$ cat config.mk
export PLATFORM = sky130hd
export DESIGN_NAME = mem_bus_ctrl_flat
export DESIGN_NICKNAME = d
export VERILOG_FILES = /design/src/rtl/mem_bus_ctrl_if.sv /design/src/rtl/mem_bus_ctrl.sv /design/src/flat_wrapper.sv
export SDC_FILE = /design/constraint.sdc
export NUM_CORES = 1
export LEC_CHECK = 0
export CAP_MARGIN = 25
export CORE_UTILIZATION = 55
export CTS_CLUSTER_DIAMETER = 60
export DETAILED_ROUTE_END_ITERATION = 10
export GPL_ROUTABILITY_DRIVEN = 0
export HOLD_SLACK_MARGIN = 0.05
export PLACE_DENSITY = 0.81
export SYNTH_ARGS = -nofsm -noshare
export SYNTH_HDL_FRONTEND = slang
export SYNTH_SLANG_ARGS = --single-unit
$ cat constraint.sdc
create_clock -name clk -period 6.3 [get_ports clk]
set_input_delay 1.26 -clock clk [delete_from_list [all_inputs] [get_ports clk]]
set_output_delay 1.26 -clock clk [all_outputs]
set_load 0.01 [all_outputs]
$ cat src/rtl/mem_bus_ctrl_if.sv
// Core-side data/instruction bus between the core and the memory bus controller.
interface mem_bus_ctrl_if;
   logic [31:0] core_addr;
   logic [31:0] core_wdata;
   logic [31:0] core_rdata;
   logic        core_read_en;
   logic        core_write_en;
   logic [1:0]  core_width;

   modport master (
      output core_addr, core_wdata, core_read_en, core_write_en, core_width,
      input  core_rdata
   );

   modport slave (
      input  core_addr, core_wdata, core_read_en, core_write_en, core_width,
      output core_rdata
   );
endinterface

$ cat src/rtl/mem_bus_ctrl.sv
// Memory-side bus controller: RAM/timer decode, store lane steering, load
// right-alignment, 64-bit machine timer with interrupt, and fault reporting.
module mem_bus_ctrl #(
   parameter int          RAM_ADDR_W = 14,
   parameter logic [31:0] TIMER_BASE = 32'hFFFF_0000,
   parameter int          TICK_DIV   = 1
) (
   input  logic                  clk,
   input  logic                  reset,
   mem_bus_ctrl_if.slave         bus,
   output logic [RAM_ADDR_W-1:0] ram_addr,
   output logic [31:0]           ram_wdata,
   output logic [3:0]            ram_byte_en,
   output logic                  ram_we,
   input  logic [31:0]           ram_rdata,
   output logic                  timer_irq,
   output logic                  bus_fault,
   output logic [31:0]           fault_addr
);

   localparam int PW = (TICK_DIV > 1) ? $clog2(TICK_DIV) : 1;

   logic [63:0]   mtime_q, mtime_d;
   logic [63:0]   mtimecmp_q, mtimecmp_d;
   logic [PW-1:0] presc_q, presc_d;
   logic          irq_q, irq_d;
   logic          fault_q, fault_d;
   logic [31:0]   fault_addr_q, fault_addr_d;

   logic [31:0] addr;
   logic        access, ram_hit, timer_hit, fault, tick, timer_we;
   logic [31:0] rdata;

   assign addr      = bus.core_addr;
   assign access    = bus.core_read_en | bus.core_write_en;
   // Shift form avoids overflowing 32 bits when the RAM spans the whole space.
   assign ram_hit   = (addr >> (RAM_ADDR_W + 2)) == 32'd0;
   assign timer_hit = addr[31:4] == TIMER_BASE[31:4];
   assign tick      = presc_q == PW'(TICK_DIV - 1);
   assign ram_addr  = addr[RAM_ADDR_W+1:2];

   // Fault detection: bad width, misalignment, sub-word timer access, unmapped.
   always_comb begin
      fault = 1'b0;
      if (access) begin
         if (bus.core_width == 2'd3)                             fault = 1'b1;
         if (bus.core_width == 2'd1 && addr[0])                  fault = 1'b1;
         if (bus.core_width == 2'd2 && addr[1:0] != 2'b00)       fault = 1'b1;
         if (timer_hit && bus.core_width != 2'd2)                fault = 1'b1;
         if (!ram_hit && !timer_hit)                             fault = 1'b1;
      end
   end

   // Store lane steering and the RAM write strobe.
   always_comb begin
      ram_wdata   = bus.core_wdata;
      ram_byte_en = 4'b1111;
      case (bus.core_width)
         2'd0: begin
            ram_wdata   = {4{bus.core_wdata[7:0]}};
            ram_byte_en = 4'b0001 << addr[1:0];
         end
         2'd1: begin
            ram_wdata   = {2{bus.core_wdata[15:0]}};
            ram_byte_en = addr[1] ? 4'b1100 : 4'b0011;
         end
         default: ;
      endcase
      ram_we = bus.core_write_en & ram_hit & ~fault & ~reset;
   end

   // Load path: right-aligned RAM word or current timer register, zero otherwise.
   always_comb begin
      rdata = 32'd0;
      if (access && !fault) begin
         if (ram_hit) begin
            rdata = ram_rdata >> {addr[1:0], 3'b000};
         end else if (timer_hit) begin
            case (addr[3:2])
               2'd0:    rdata = mtime_q[31:0];
               2'd1:    rdata = mtime_q[63:32];
               2'd2:    rdata = mtimecmp_q[31:0];
               default: rdata = mtimecmp_q[63:32];
            endcase
         end
      end
   end
   assign bus.core_rdata = rdata;

   assign timer_we = bus.core_write_en & timer_hit & ~fault;

   // Timer next state: prescaled increment, bus writes override the increment.
   always_comb begin
      presc_d    = tick ? '0 : presc_q + PW'(1);
      mtime_d    = tick ? mtime_q + 64'd1 : mtime_q;
      mtimecmp_d = mtimecmp_q;
      if (timer_we) begin
         case (addr[3:2])
            2'd0:    mtime_d         = {mtime_q[63:32], bus.core_wdata};
            2'd1:    mtime_d         = {bus.core_wdata, mtime_q[31:0]};
            2'd2:    mtimecmp_d[31:0]  = bus.core_wdata;
            default: mtimecmp_d[63:32] = bus.core_wdata;
         endcase
      end
      irq_d        = mtime_d >= mtimecmp_d;
      fault_d      = fault;
      fault_addr_d = fault ? addr : fault_addr_q;
   end

   // State registers; reset also discards the prescaler phase.
   always_ff @(posedge clk) begin
      if (reset) begin
         mtime_q      <= 64'd0;
         mtimecmp_q   <= 64'hFFFF_FFFF_FFFF_FFFF;
         presc_q      <= '0;
         irq_q        <= 1'b0;
         fault_q      <= 1'b0;
         fault_addr_q <= 32'd0;
      end else begin
         mtime_q      <= mtime_d;
         mtimecmp_q   <= mtimecmp_d;
         presc_q      <= presc_d;
         irq_q        <= irq_d;
         fault_q      <= fault_d;
         fault_addr_q <= fault_addr_d;
      end
   end

   assign timer_irq  = irq_q;
   assign bus_fault  = fault_q;
   assign fault_addr = fault_addr_q;

endmodule

$ cat src/flat_wrapper.sv
// flat-port wrapper written by rule: the top's interface ports become plain ports
module mem_bus_ctrl_flat 
#(
   parameter int          RAM_ADDR_W = 14,
   parameter logic [31:0] TIMER_BASE = 32'hFFFF_0000,
   parameter int          TICK_DIV   = 1
)
  (clk, reset, ram_addr, ram_wdata, ram_byte_en, ram_we, ram_rdata, timer_irq, bus_fault, fault_addr, bus_core_addr, bus_core_wdata, bus_core_read_en, bus_core_write_en, bus_core_width, bus_core_rdata);
  mem_bus_ctrl_if bus_i ();
  input  logic clk;
  input  logic reset;
  output logic [RAM_ADDR_W-1:0] ram_addr;
  output logic [31:0] ram_wdata;
  output logic [3:0] ram_byte_en;
  output logic ram_we;
  input  logic [31:0] ram_rdata;
  output logic timer_irq;
  output logic bus_fault;
  output logic [31:0] fault_addr;
  input wire logic [$bits(bus_i.core_addr)-1:0] bus_core_addr;
  input wire logic [$bits(bus_i.core_wdata)-1:0] bus_core_wdata;
  input wire logic [$bits(bus_i.core_read_en)-1:0] bus_core_read_en;
  input wire logic [$bits(bus_i.core_write_en)-1:0] bus_core_write_en;
  input wire logic [$bits(bus_i.core_width)-1:0] bus_core_width;
  output wire logic [$bits(bus_i.core_rdata)-1:0] bus_core_rdata;
  assign bus_i.core_addr = bus_core_addr;
  assign bus_i.core_wdata = bus_core_wdata;
  assign bus_i.core_read_en = bus_core_read_en;
  assign bus_i.core_write_en = bus_core_write_en;
  assign bus_i.core_width = bus_core_width;
  assign bus_core_rdata = bus_i.core_rdata;
  mem_bus_ctrl #(.RAM_ADDR_W(RAM_ADDR_W), .TIMER_BASE(TIMER_BASE), .TICK_DIV(TICK_DIV)) u_core (.clk(clk), .reset(reset), .bus(bus_i), .ram_addr(ram_addr), .ram_wdata(ram_wdata), .ram_byte_en(ram_byte_en), .ram_we(ram_we), .ram_rdata(ram_rdata), .timer_irq(timer_irq), .bus_fault(bus_fault), .fault_addr(fault_addr));
endmodule
==> results of run 1 <==
## layer usage
metal	GRT usage	part of all wire	routed length [µm]	vias to the layer above
met4	0.202	0.054	2330	0
met5	0	0	0	-
met3	0.102	0.13	5580	182
met1	0.504	0.38	16400	5804
li1	-	-	-	5472
met2	0.609	0.44	18900	969
## report_power, final
| group | switching [mW] | internal [mW] |
|---|---|---|
| logic | 0.187 | 0.179 |
| clock network | 0.489 | 0.637 |
| registers | 0.00878 | 1.05 |
## path summary, 6_finish.rpt
check                                                         from                                 end
worst max-delay path                             bus_core_width[1]                  bus_core_rdata[25]
worst min-delay path            u_core.fault_addr[30]$_SDFFE_PP0P_  u_core.fault_addr[30]$_SDFFE_PP0P_
worst max register to register        u_core.mtime_q[6]$_SDFF_PP0_         u_core.timer_irq$_SDFF_PP0_
worst min register to register  u_core.fault_addr[30]$_SDFFE_PP0P_  u_core.fault_addr[30]$_SDFFE_PP0P_
## kinds of logic after synthesis
kind of cell / after synthesis / synth area share
compound gates: 246 / 0.139
fa+ha+maj: 65 / 0.0695
buf+inv: 135 / 0.0595
flops: 163 / 0.279
mux: 184 / 0.194
other cells: 1 / 0.000320
simple gates: 604 / 0.259
## state kept, by name (all words and copies together) (netlist names)
register / flops
u_core.mtime_q: 64
u_core.mtimecmp_q: 64
u_core.fault_addr: 32
u_core.bus_fault: 1
u_core.presc_q: 1
u_core.timer_irq: 1
## worst reg2reg max path: stages (launching register included)
cell and delay [ns]:
dfxtp_1 0.48, nand4_1 0.36, nor4_4 0.80, nor3b_2 0.70
buf_4 0.34, nand4_1 0.29, or3_1 0.44, nand3_1 0.10
ha_1 0.24, a21o_1 0.16, a21o_1 0.17, a21oi_1 0.21
o211ai_1 0.16, a31oi_1 0.19, o211ai_1 0.10
## synthesized netlist by cell type, drive strengths merged (5+ instances only)
cell type / number / area share
a2111oi: 6 / 0.0047
a211oi: 16 / 0.010
a21o: 15 / 0.0096
a21oi: 44 / 0.019
a221o: 6 / 0.0051
a22oi: 19 / 0.012
a31oi: 33 / 0.018
a32oi: 12 / 0.0090
and2: 25 / 0.013
and3: 12 / 0.0066
and4: 12 / 0.0091
buf: 61 / 0.032
clkbuf: 52 / 0.020
dfxtp: 163 / 0.28
ha: 65 / 0.069
inv: 22 / 0.0071
mux2: 20 / 0.019
mux2i: 132 / 0.11
mux4: 32 / 0.062
nand2: 239 / 0.077
nand2b: 7 / 0.0037
nand3: 48 / 0.021
nand4: 40 / 0.024
nand4b: 5 / 0.0043
nor2: 105 / 0.034
nor2b: 9 / 0.0048
nor3: 31 / 0.014
nor3b: 8 / 0.0056
nor4: 27 / 0.019
o211ai: 11 / 0.0071
o21ai: 56 / 0.024
or3: 13 / 0.0074
or4: 9 / 0.0065
## cell type report
type,count,area (µm²),area share
multi-input combinational,1100,7770,0.535
sequential,163,3260,0.225
timing repair buffer,249,2430,0.168
clock buffer,17,425,0.0293
tap,275,344,0.0237
clock inverter,15,195,0.0134
inverter,22,85.1,0.00586
==> run summary, run 1 <==
status = finished, final reports clean
number of instances in the placed design = 1809
DRT Pass-1 Iters = 6
Worst path slowest cell = nor2_1
Slew headroom = 0.331
IO buf count = 218
worst path bufs/invs = 3
vias in the first global route = 11500
DP Wirelength = 31600 µm
Worst Reg-to-Reg Cells = 14
CP top delay family = simple AND/OR/NAND/NOR gates
H-tree levels = 4
Final Util = 0.693
register bit total from synthesis = 163
yosys warns = 0
critical path launch point type = input port
WS Path Type = input port to output pin
Final ANT Viol Nets = 0
Req. time, crit path = 5.04 ns
worst stage delay on the critical path = 0.81 ns
Post-Syn Area = 11700 µm²
Tcrit/Tclk final = 0.912
pin count of the biggest net entering global routing = 62
Final Cell Area = 14500 µm²
sequential share of the synthesized area = 0.279
Setup TNS = 0 ns
Max VDD drop = 0.000209 V
ys flop type = dfxtp_1
Worst-Margin Slew = 1.00 ns
most frequent cells in the layout = nand2_1, clkdlybuf4s50_1, dfxtp_1
peak fanout along the critical path = 32
worst slack, placed = 0.602 ns
Crit. path cell count = 8
cells after synthesis = 1398
clk_skew = 0.00900 ns
DR vias/cell = 6.75
DIE WIDTH = 148 µm
Clk Latency, worst-skew pair = 0.45 ns
Final WS setup = 0.555 ns
Vias = 12400
total grt overflow = 0
die height = 148 µm
Remaining DRCs = 0
Post-Layout Cell Count = 1841
Cell Area, Placed = 13900 µm²
Lkg Pwr = 6.08 nW
Hold Path Cell Cnt = 2
synthesis-to-layout area growth = 24.1%
Worst R2R Setup Slack = 1.43 ns
crit-path cells = clkdlybuf4s50_1 > buf_4 > nor2_1 > o21ai_0 > o31a_1 > or2_2 > nor2_1 > clkdlybuf4s50_1
syn nets = 1565
DR WL/cell = 23.5 µm
n_diodes = 0
initial antenna violation count = 2
final setup fails = 0
Post-synth ARST share = 0
CTS Sinks = 163
number of max-cap violations = 0
EDFF count, synth = 0
post-synth cell types = 79
Global Route Usage Sum = 0.393
Syn Area/Cell = 8.37 µm²
count of final hold-check violations = 0
Num CTS Buffers = 17
CP Capture Type = output pin
# rows = 53
Final min period = 5.74 ns
Boundary Pins = 219
total core area = 21000 µm²
commonest non-fill, non-tap cell in the layout = nand2_1
Pwr per Cell Area = 175 nW/µm²
clk slew on worst S/H paths = 0.07 ns
postcts setup bufs = 0
CTS max path bufs = 2
Iter 0 DRT Violations = 1432
cell at the root of the clock tree = clkbuf_16
Initial Utilization = 0.559
TritonCTS clock tree = yes
layout cells sized above 1 = 0.0932
CP arrival = 4.48 ns
Post-Route WL = 43200 µm
Final Net Count = 1720
first-pass GRT wire length = 65400 µm
Final Slew Violations = 0
hold_ws = 0.458 ns
Fillers = 1660
Hold Crit Class = flip-flop to flip-flop
Final Power = 2.55 mW
Post-CTS Resized = 0
Fmax = 0.174 GHz
DIE AREA = 21900 µm²
RSZ-0062 raised after global routing = false
hold bufs inserted after CTS = 0
Power figures use the tool's default switching activity.
==> inputs of run 2 (changes only) <==
SKIP_CTS_REPAIR_TIMING = 1   (was default)
TNS_END_PERCENT = 30   (was default)
==> results of run 2 <==
Final layout, timing and power as in run 1 (identical DEF).
